<file path="src/rtl/warp_lsu.sv">
// rtl/warp_lsu.sv - warp-wide load/store unit serialising per-thread requests onto one memory port
//
// Captures one warp memory instruction on start (IDLE only), computes every
// thread's byte address, flags misaligned active threads, then issues one
// request per remaining active thread in ascending thread order. At most one
// request is outstanding. Results are held with done until ack.
//
// Ports:
//   clk, reset (async, active-low)
//   start, we, size, is_unsigned, thread_mask, rs1, rs2, imm : instruction capture
//   mem_valid/mem_ready, mem_addr, mem_we, mem_wdata, mem_wstrb : request port
//   mem_resp_valid, mem_resp_data                               : response port
//   busy, done, ack, lsu_out, misaligned                        : scheduler side
module warp_lsu #(
    parameter int NUM_THREADS = 4,
    parameter int DATA_W      = 32,
    parameter int ADDR_W      = 8
) (
    input  logic                          clk,
    input  logic                          reset,
    input  logic                          start,
    input  logic                          we,
    input  logic [1:0]                    size,
    input  logic                          is_unsigned,
    input  logic [NUM_THREADS-1:0]        thread_mask,
    input  logic [NUM_THREADS*DATA_W-1:0] rs1,
    input  logic [NUM_THREADS*DATA_W-1:0] rs2,
    input  logic [DATA_W-1:0]             imm,
    output logic                          mem_valid,
    input  logic                          mem_ready,
    output logic [ADDR_W-1:0]             mem_addr,
    output logic                          mem_we,
    output logic [DATA_W-1:0]             mem_wdata,
    output logic [3:0]                    mem_wstrb,
    input  logic                          mem_resp_valid,
    input  logic [DATA_W-1:0]             mem_resp_data,
    output logic                          busy,
    output logic                          done,
    input  logic                          ack,
    output logic [NUM_THREADS*DATA_W-1:0] lsu_out,
    output logic [NUM_THREADS-1:0]        misaligned
);

    localparam int IDX_W = (NUM_THREADS > 1) ? $clog2(NUM_THREADS) : 1;

    typedef enum logic [1:0] {
        S_IDLE  = 2'd0,
        S_ISSUE = 2'd1,
        S_WAIT  = 2'd2,
        S_DONE  = 2'd3
    } state_t;

    state_t                          r_state;
    state_t                          w_state_nxt;

    logic                            r_we;
    logic [1:0]                      r_size;
    logic                            r_unsigned;
    logic [NUM_THREADS*DATA_W-1:0]   r_rs2;
    logic [ADDR_W-1:0]               r_addr [NUM_THREADS];
    logic [NUM_THREADS-1:0]          r_pending;
    logic [NUM_THREADS-1:0]          r_misaligned;
    logic [NUM_THREADS*DATA_W-1:0]   r_lsu_out;
    logic [IDX_W-1:0]                r_cur;

    logic                            r_mem_valid;
    logic [ADDR_W-1:0]               r_mem_addr;
    logic                            r_mem_we;
    logic [DATA_W-1:0]               r_mem_wdata;
    logic [3:0]                      r_mem_wstrb;

    logic [DATA_W-1:0]               w_sum [NUM_THREADS];
    logic [NUM_THREADS-1:0]          w_mis_vec;
    logic                            w_unused_hi;
    logic [IDX_W-1:0]                w_sel;
    logic [ADDR_W-1:0]               w_sel_addr;
    logic [DATA_W-1:0]               w_sel_rs2;
    logic [DATA_W-1:0]               w_wdata;
    logic [3:0]                      w_wstrb;
    logic [ADDR_W-1:0]               w_cur_addr;
    logic [1:0]                      w_lane;
    logic [DATA_W-1:0]               w_shift;
    logic [DATA_W-1:0]               w_load_val;
    logic [NUM_THREADS-1:0]          w_cur_onehot;
    logic [NUM_THREADS-1:0]          w_pending_left;
    logic [NUM_THREADS-1:0]          w_start_pending;
    logic                            w_accept;
    logic                            w_present;
    logic                            w_handshake;
    logic                            w_resp;

    function automatic logic is_misaligned(input logic [1:0] sz, input logic [1:0] a);
        case (sz)
            2'd1:    return a[0];
            2'd2:    return 1'b0;
            default: return a != 2'b00;
        endcase
    endfunction

    // Per-thread address and alignment from the live instruction inputs.
    // Only the low ADDR_W bits of the sum form the address.
    always_comb begin
        w_unused_hi = 1'b0;
        for (int t = 0; t < NUM_THREADS; t++) begin
            w_sum[t]     = rs1[t*DATA_W +: DATA_W] + imm;
            w_mis_vec[t] = is_misaligned(size, w_sum[t][1:0]);
            w_unused_hi  = w_unused_hi ^ (^w_sum[t][DATA_W-1:ADDR_W]);
        end
    end

    assign w_start_pending = thread_mask & ~w_mis_vec;

    // Lowest-index pending thread wins.
    always_comb begin
        w_sel = '0;
        for (int t = NUM_THREADS - 1; t >= 0; t--) begin
            if (r_pending[t]) begin
                w_sel = IDX_W'(t);
            end
        end
    end

    assign w_sel_addr = r_addr[w_sel];
    assign w_sel_rs2  = r_rs2[int'(w_sel)*DATA_W +: DATA_W];

    // Store data is replicated across lanes so the strobe alone selects bytes.
    always_comb begin
        case (r_size)
            2'd1: begin
                w_wdata = {2{w_sel_rs2[15:0]}};
                w_wstrb = w_sel_addr[1] ? 4'b1100 : 4'b0011;
            end
            2'd2: begin
                w_wdata = {4{w_sel_rs2[7:0]}};
                w_wstrb = 4'b0001 << w_sel_addr[1:0];
            end
            default: begin
                w_wdata = w_sel_rs2;
                w_wstrb = 4'b1111;
            end
        endcase
        if (!r_we) begin
            w_wstrb = 4'b0000;
        end
    end

    // Load lane extraction for the thread currently awaiting its response.
    assign w_cur_addr = r_addr[r_cur];
    assign w_lane     = (r_size == 2'd1) ? {w_cur_addr[1], 1'b0} : w_cur_addr[1:0];
    assign w_shift    = mem_resp_data >> {w_lane, 3'b000};

    always_comb begin
        case (r_size)
            2'd1:    w_load_val = r_unsigned ? {16'h0000, w_shift[15:0]}
                                             : {{16{w_shift[15]}}, w_shift[15:0]};
            2'd2:    w_load_val = r_unsigned ? {24'h000000, w_shift[7:0]}
                                             : {{24{w_shift[7]}}, w_shift[7:0]};
            default: w_load_val = mem_resp_data;
        endcase
    end

    assign w_cur_onehot   = NUM_THREADS'(1) << r_cur;
    assign w_pending_left = r_pending & ~w_cur_onehot;

    // Next state and per-cycle control strobes.
    always_comb begin
        w_state_nxt = r_state;
        w_accept    = 1'b0;
        w_present   = 1'b0;
        w_handshake = 1'b0;
        w_resp      = 1'b0;
        case (r_state)
            S_IDLE: begin
                if (start) begin
                    w_accept    = 1'b1;
                    w_state_nxt = (w_start_pending == '0) ? S_DONE : S_ISSUE;
                end
            end
            S_ISSUE: begin
                if (!r_mem_valid) begin
                    w_present = 1'b1;
                end else if (mem_ready) begin
                    w_handshake = 1'b1;
                    w_state_nxt = S_WAIT;
                end
            end
            S_WAIT: begin
                if (mem_resp_valid) begin
                    w_resp      = 1'b1;
                    w_state_nxt = (w_pending_left == '0) ? S_DONE : S_ISSUE;
                end
            end
            S_DONE: begin
                if (ack) begin
                    w_state_nxt = S_IDLE;
                end
            end
            default: w_state_nxt = S_IDLE;
        endcase
    end

    always_ff @(posedge clk or negedge reset) begin
        if (!reset) begin
            r_state <= S_IDLE;
        end else begin
            r_state <= w_state_nxt;
        end
    end

    always_ff @(posedge clk or negedge reset) begin
        if (!reset) begin
            r_we         <= 1'b0;
            r_size       <= 2'd0;
            r_unsigned   <= 1'b0;
            r_rs2        <= '0;
            r_pending    <= '0;
            r_misaligned <= '0;
            r_lsu_out    <= '0;
            r_cur        <= '0;
            r_mem_valid  <= 1'b0;
            r_mem_addr   <= '0;
            r_mem_we     <= 1'b0;
            r_mem_wdata  <= '0;
            r_mem_wstrb  <= 4'b0000;
            for (int t = 0; t < NUM_THREADS; t++) begin
                r_addr[t] <= '0;
            end
        end else begin
            if (w_accept) begin
                r_we         <= we;
                r_size       <= size;
                r_unsigned   <= is_unsigned;
                r_rs2        <= rs2;
                r_pending    <= w_start_pending;
                r_misaligned <= thread_mask & w_mis_vec;
                r_lsu_out    <= '0;
                for (int t = 0; t < NUM_THREADS; t++) begin
                    r_addr[t] <= w_sum[t][ADDR_W-1:0];
                end
            end
            // Request fields are registered one cycle after entering ISSUE and
            // then held untouched until the handshake.
            if (w_present) begin
                r_cur       <= w_sel;
                r_mem_valid <= 1'b1;
                r_mem_addr  <= {w_sel_addr[ADDR_W-1:2], 2'b00};
                r_mem_we    <= r_we;
                r_mem_wdata <= w_wdata;
                r_mem_wstrb <= w_wstrb;
            end
            if (w_handshake) begin
                r_mem_valid <= 1'b0;
            end
            if (w_resp) begin
                r_pending <= w_pending_left;
                if (!r_we) begin
                    r_lsu_out[int'(r_cur)*DATA_W +: DATA_W] <= w_load_val;
                end
            end
        end
    end

    assign mem_valid  = r_mem_valid;
    assign mem_addr   = r_mem_addr;
    assign mem_we     = r_mem_we;
    assign mem_wdata  = r_mem_wdata;
    assign mem_wstrb  = r_mem_wstrb;
    assign busy       = (r_state != S_IDLE);
    assign done       = (r_state == S_DONE);
    assign lsu_out    = r_lsu_out;
    assign misaligned = r_misaligned;

endmodule

</file>
<file path="config.mk">
export PLATFORM = sky130hd
export DESIGN_NAME = warp_lsu
export DESIGN_NICKNAME = d
export VERILOG_FILES = /design/src/rtl/warp_lsu.sv
export SDC_FILE = /design/constraint.sdc
export NUM_CORES = 1
export LEC_CHECK = 0
export BUFFER_PORTS_ARGS = -buffer_cell sky130_fd_sc_hd__clkbuf_2
export CAP_MARGIN = 20
export CORE_AREA = 2 2 198 200
export CTS_CLUSTER_DIAMETER = 60
export DETAILED_ROUTE_END_ITERATION = 16
export DIE_AREA = 0 0 200 202
export PLACE_DENSITY = 0.78
export SETUP_SLACK_MARGIN = 0.02
export SYNTH_ARGS = -nofsm -noshare
export SYNTH_HDL_FRONTEND = slang
export SYNTH_SLANG_ARGS = --single-unit
</file>
<file path="constraint.sdc">
create_clock -name clk -period 7.6 [get_ports clk]
set_input_delay 0.38 -clock clk [delete_from_list [all_inputs] [get_ports clk]]
set_output_delay 0.38 -clock clk [all_outputs]
set_load 0.05 [all_outputs]
</file>
==> metrics.yaml, run 1 <==
worst_setup_path:
  critPathMaxFanout: 40
  cp_num_buf_inv: 1
  path_delay_family: "adder cells"
  cp-start-kind: "flop"
  cpMaxStageDelayCell: "ha_2"
  worst_ep_arrival_time_ps: 4430
  crit_type: "reg -> reg"
  required_ps: 8080
  worstPathCellList: "ha_2, clkinv_1, nor2_1, o221ai_1, a21o_1, nand4_1"
  endpoint_kind: "flop"
  slowest_delay_ps: 1010
global_routing:
  grt_use_total_pct: 26.7
  grt_max_degree: 167
  grt_pass1_wl_um: 83600
  overflow: 0
  grt_pass1_vias: 14900
  antenna_found_initial: 1
power:
  ir_drop_uv: 241
  powerDensity_nw_per_um2: 414
  p_leak_nw: 10.4
clock_network:
  cts_buffers: 38
  cts_tree: "yes"
  clock_path_buffers: 3
  cts_root_buffer: "clkbuf_16"
  clkSinkCount: 348
  insertion_delay_ps: 560
  post_cts_buffers: 0
  cts_resized: 0
  h-tree-depth: 2
  path_clk_slew_ps: 70
synthesis:
  yosysWarnings: 0
  async_flop_share_pct: 100
  synth_ff_type: "dfrtp_1"
  syn_inst: 1798
  ys_seq_area_share_pct: 52.8
  synth-seq-cells: 348
  synth_cell_type_count: 70
  synth_top_area_share_pct: 52.8
  synthTopCellsByArea: "dfrtp_1, nand2_1, o21ai_0"
  synth.avg_cell_area_sq_um: 9.18
  yosysTopAreaCell: "dfrtp_1"
  synth_edf_count: 0
  synth_area_sq_um: 16500
floorplan:
  coreArea_sq_um: 38300
  std_cell_rows: 72
  die_height_um: 202
  initial_core_util_pct: 43.1
  die_x_um: 200
  die_area_sq_um: 40400
  ioPinCount: 514
timing:
  hold_violations: 0
  tightest_slew_ps: 1080
  skew_ps: 20.8
  fmax_ghz: 0.253
  period_minus_slack_ps: 3950
  min_period_over_period_pct: 52.0
  rsz0062_at_grt: "false"
  maxSlewViolCount: 0
  setup_viol: 0
  setup-tns-final_ps: 0
  relSlewSlack_pct: 27.8
layout:
  fill_cells: 3369
  drive_gt1_share_pct: 23.2
  ff_latch_area_sq_um: 8710
  synthToLayoutAreaGrowth_pct: 24.2
  final_nets: 2552
  multiInputGateArea_sq_um: 7230
  final-instance-count-excl-fill: 2724
  utilization_pct: 53.5
detailed_routing:
  via_per_inst: 5.63
  post_drt_wl_per_cell_um: 20.0
  drt-initial-drc-count: 1339
  firstDrtPassIters: 5
  vias: 15300
  ant_nets: 0
  routed_wl_um: 54600
  drc: 0
status:
  status: "completed"
placement:
  dp_hpwl_um: 39100
  portBuffers: 391
  dp.cells: 2617
  globalplace.congestion: 0.925
flow_run:
  cap_violations: 0
worst_hold_path:
  hp-class: "in -> reg"
==> worst register-to-register path: stages (launching register included) <==
cell	delay, ps
dfrtp_1	390
ha_2	1010
clkinv_1	990
nor2_1	850
o221ai_1	270
a21o_1	260
nand4_1	110
==> layout by cell type, fill, tap and decap left out, drive strengths merged, types with 8 or more instances in the layout <==
cell type	instances
dfrtp	348
nand4	11
o22ai	37
xnor2	8
a311o	9
a211o	17
dlygate4sd3	35
o21ai	148
or3	8
a2bb2oi	9
nand3	29
o211ai	9
and2	18
buf	17
clkbuf	443
nor2b	11
nand2	655
ha	39
clkinv	12
o221a	9
mux2i	24
o221ai	54
nor2	47
xor2	12
o31ai	19
a31o	9
inv	39
a21o	17
a21oi	22
nand2b	12
==> sequential cells by signal, summed over array words and instances, names as in the netlist <==
name,flops
mem_we,1
mem_valid,1
r_we,1
r_size,2
r_unsigned,1
r_state,2
r_rs2,128
misaligned,4
mem_addr,6
r_cur,2
mem_wdata,32
r_addr,32
r_pending,4
lsu_out,128
mem_wstrb,4
==> cells in the mapped netlist, types with 3 or more instances <==
library cell	instances
a211o_1	17
a211oi_1	4
a21boi_0	4
a21o_1	17
a21oi_1	21
a2bb2oi_1	9
a311o_1	9
a311oi_1	6
a31o_2	9
and2_1	17
and3_1	4
and4_1	3
buf_1	4
buf_6	5
clkbuf_1	93
dfrtp_1	348
fa_1	4
ha_1	39
inv_1	34
mux2i_1	23
nand2_1	655
nand2b_1	12
nand3_1	29
nand4_1	11
nor2_1	47
nor2b_1	11
nor3_1	6
nor4_1	4
o2111ai_1	4
o211ai_1	9
o21ai_0	140
o21ai_1	8
o221a_2	9
o221ai_1	54
o22ai_1	36
o31ai_1	15
o31ai_4	4
o32a_1	7
o41ai_1	4
or2_2	4
or3_1	8
xnor2_1	8
xor2_1	12
==> cell families (layout without fill, tap and decap cells) <==
group	count (synthesis)	after routing	synth area share, %
AO/OA/AOI/OAI	395	395	16.8
XOR/XNOR	20	20	1.06
adder cells (fa/ha/maj)	43	43	3.44
buffers and inverters	142	548	3.52
flip-flops	348	348	52.8
multiplexers	28	28	1.94
other	1	3	0.0227
AND/OR/NAND/NOR	821	821	20.4
==> layer usage <==
metal	global-route usage, %	routed length (um)
met1	34.2	21500
met4	13.3	2530
met2	42.0	25300
met5	0	0
met3	6.91	5280
==> final timing paths <==
kind / to / start / slack, ps / cells past startpoint
worst min-delay path: r_rs2[72]$_DFFE_PN0P_ / rs2[72] / 10 / 3
worst max register to register: mem_wdata[26]$_DFFE_PN0P_ / r_size[1]$_DFFE_PN0P_ / 3650 / 6
max in group asynchronous: lsu_out[71]$_DFF_PN0_ / reset / 5620 / 3
worst max-delay path: mem_wdata[26]$_DFFE_PN0P_ / r_size[1]$_DFFE_PN0P_ / 3650 / 6
worst min register to register: r_rs2[19]$_DFFE_PN0P_ / r_rs2[19]$_DFFE_PN0P_ / 470 / 2
min in group asynchronous: lsu_out[125]$_DFF_PN0_ / reset / 480 / 2
==> layout make-up <==
| type | count | share of cell area [%] |
|---|---|---|
| antenna | 1 | 0.0122 |
| clock buffer | 53 | 5.40 |
| clock inverter | 17 | 0.922 |
| inverter | 36 | 0.659 |
| multi-input combinational | 1309 | 35.3 |
| sequential | 348 | 42.5 |
| tap | 518 | 3.16 |
| timing repair buffer | 442 | 12.1 |
==> power by group <==
part	internal (W)	switching, W	total [W]	leakage (nW)
Sequential	0.00244	0.000444	0.00289	4.55
Combinational	0.00109	0.00261	0.00370	5.22
Clock	0.00110	0.000796	0.00190	0.643
Total	0.00464	0.00385	0.00849	10.4
==> per-stage QoR <==
step           hold slack, ps  worst slack (ps)  instance area, sq um  total power (W)
2_1_floorplan            84.4              5200                 16500          0.00536
3_3_place_gp              457              3840                 18800          0.00644
3_5_place_dp              461              3780                 18800          0.00655
4_1_cts               0.00461              3740                 20500          0.00847
5_1_grt                  6.05              3390                 20500          0.00896
6_report                 14.7              3650                 20500          0.00849
==> repair_timing <==
item / in CTS / in global routing
endpoints found under the hold margin: 139 / 0
hold buffers: 35 / 0
endpoints found under the setup margin: 0 / 0
(Power assumes the default switching activity.)
==> run 2: changes to the inputs <==
--- a/config.mk
+++ b/config.mk
@@ -7,11 +7,11 @@
 export LEC_CHECK = 0
 export BUFFER_PORTS_ARGS = -buffer_cell sky130_fd_sc_hd__clkbuf_2
 export CAP_MARGIN = 20
-export CORE_AREA = 2 2 198 200
+export CORE_AREA = 2 2 202 204
 export CTS_CLUSTER_DIAMETER = 60
 export DETAILED_ROUTE_END_ITERATION = 16
-export DIE_AREA = 0 0 200 202
-export PLACE_DENSITY = 0.78
+export DIE_AREA = 0 0 204 206
+export PLACE_DENSITY = 0.79
 export SETUP_SLACK_MARGIN = 0.02
 export SYNTH_ARGS = -nofsm -noshare
 export SYNTH_HDL_FRONTEND = slang
==> constraint.sdc (replaced) <==
create_clock -name clk -period 3.5 [get_ports clk]
set_input_delay 0.175 -clock clk [delete_from_list [all_inputs] [get_ports clk]]
set_output_delay 0.175 -clock clk [all_outputs]
set_load 0.05 [all_outputs]
==> metrics.yaml, run 2 (same netlist as run 1, synthesis figures left out) <==
status:
  status: "completed"
timing:
  setup-tns-final_ps: 0
  min_period_over_period_pct: 77.5
  relSlewSlack_pct: 38.8
  hold_violations: 0
  skew_ps: 20.9
  fmax_ghz: 0.369
  whs_ps: 34.5
  tightest_slew_ps: 912
  maxSlewViolCount: 0
  period_minus_slack_ps: 2710
  setup_viol: 0
  rsz0062_at_grt: "false"
layout:
  final_nets: 2700
  fill_cells: 3337
  synthToLayoutAreaGrowth_pct: 33.6
  ff_latch_area_sq_um: 8710
  layout_commonest_cell: "nand2_1"
  drive_gt1_share_pct: 22.9
  multiInputGateArea_sq_um: 7230
  utilization_pct: 54.9
  final_cell_mix: "nand2_1, clkbuf_2, dfrtp_1, dlygate4sd3_1, o21ai_0"
clock_network:
  insertion_delay_ps: 570
  clkSinkCount: 348
  clock_path_buffers: 3
  h-tree-depth: 2
  cts_tree: "yes"
  post_cts_buffers: 0
  path_clk_slew_ps: 60
  cts_root_buffer: "clkbuf_16"
  cts_buffers: 40
global_routing:
  grt_use_total_pct: 28.6
  antenna_found_initial: 3
  grt_pass1_vias: 16500
  grt_pass1_wl_um: 92900
  grt_max_degree: 107
  overflow: 0
worst_setup_path:
  required_ps: 3890
  crit_type: "reg -> reg"
  critPathMaxFanout: 12
  cpMaxStageDelayCell: "dfrtp_1"
  worstPathCellList: "mux4_2, mux2i_4, o22ai_4, o31ai_1, o21ai_0"
  endpoint_kind: "flop"
  worst_ep_arrival_time_ps: 3100
  cp-start-kind: "flop"
  slowest_delay_ps: 560
placement:
  dp_hpwl_um: 40800
  portBuffers: 391
  globalplace.congestion: 0.935
power:
  p_comb_share_pct: 44.3
  p_leak_nw: 11.1
  powerDensity_nw_per_um2: 868
  clkPwrFrac_pct: 23.0
  p_total_w: 0.0191
  ir_drop_uv: 448
  switching_power_w: 0.00862
  p_int_w: 0.0105
  power_frac_seq_pct: 32.7
  swShare_pct: 45.0
floorplan:
  ioPinCount: 514
  die_x_um: 204
  std_cell_rows: 74
  die_area_sq_um: 42000
  initial_core_util_pct: 41.1
  die_height_um: 206
  coreArea_sq_um: 40200
flow_run:
  cap_violations: 0
detailed_routing:
  drc: 0
  drt-initial-drc-count: 1586
  via_per_inst: 5.69
  ant_nets: 0
  routed_wl_um: 61000
  vias: 16400
  post_drt_wl_per_cell_um: 21.1
  firstDrtPassIters: 6
worst_hold_path:
  hp-class: "in -> reg"
run 2: worst paths after layout:
check                                      startpoint                     end  slack [ps]  cells after the start
worst min register to register  r_rs2[83]$_DFFE_PN0P_   r_rs2[83]$_DFFE_PN0P_         470                      2
min in group asynchronous                       reset   lsu_out[27]$_DFF_PN0_         280                      2
max in group asynchronous                       reset        r_we$_DFFE_PN0P_        2090                      3
worst max register to register   r_cur[1]$_DFFE_PN0P_   lsu_out[40]$_DFF_PN0_         790                      5
worst max-delay path             r_cur[1]$_DFFE_PN0P_   lsu_out[40]$_DFF_PN0_         790                      5
worst min-delay path                           imm[0]  r_addr[24]$_DFFE_PN0P_          30                      4
run 2: stage by stage:
stage	setup WS (ps)	cells	area, sq um
2_1_floorplan	1100	1799	16500
3_3_place_gp	929	2656	19100
3_5_place_dp	837	2656	19100
4_1_cts	805	2886	22000
5_1_grt	576	2888	22100
6_report	788	2888	22100
run 2: critical path, delay by kind of cell (launching register included):
| family | cells | cell delay, ps |
|---|---|---|
| flip-flops | 1 | 560 |
| AO/OA/AOI/OAI | 3 | 1000 |
| multiplexers | 2 | 970 |
run 2: power by group through the flow:
stage / logic, W / registers, W / clock network (W)
after floorplan: 0.00454 / 0.00710 / 0
after global placement: 0.00797 / 0.00618 / 0
after detailed placement: 0.00815 / 0.00625 / 0
after CTS: 0.00834 / 0.00620 / 0.00442
after global routing: 0.00918 / 0.00637 / 0.00458
final: 0.00848 / 0.00625 / 0.00440
run 2: final cells by class:
type / count / share of cell area [%]
repair buffers: 588 / 17.8
clock buffers: 54 / 5.19
diodes: 2 / 0.0227
inverters: 36 / 0.613
clock inverters: 19 / 1.06
well taps: 532 / 3.02
flip-flops and latches: 348 / 39.5
multi-input cells: 1309 / 32.8
run 2: repair_timing:
item / in CTS / in global routing
endpoints found under the hold margin: 288 / 0
resized for setup: 0 / 0
hold buffers: 157 / 0
run 2: routing by layer:
| layer | global-route usage [%] | up-vias | wire [um] | share of wire (%) |
|---|---|---|---|---|
| met4 | 13.8 | 2 | 2940 | 4.8 |
| met5 | 0 | - | 8 | 0.013 |
| met1 | 35.1 | 7888 | 23200 | 38 |
| li1 | - | 7245 | - | - |
| met3 | 5.79 | 205 | 5730 | 9.4 |
| met2 | 48.4 | 1082 | 29200 | 48 |
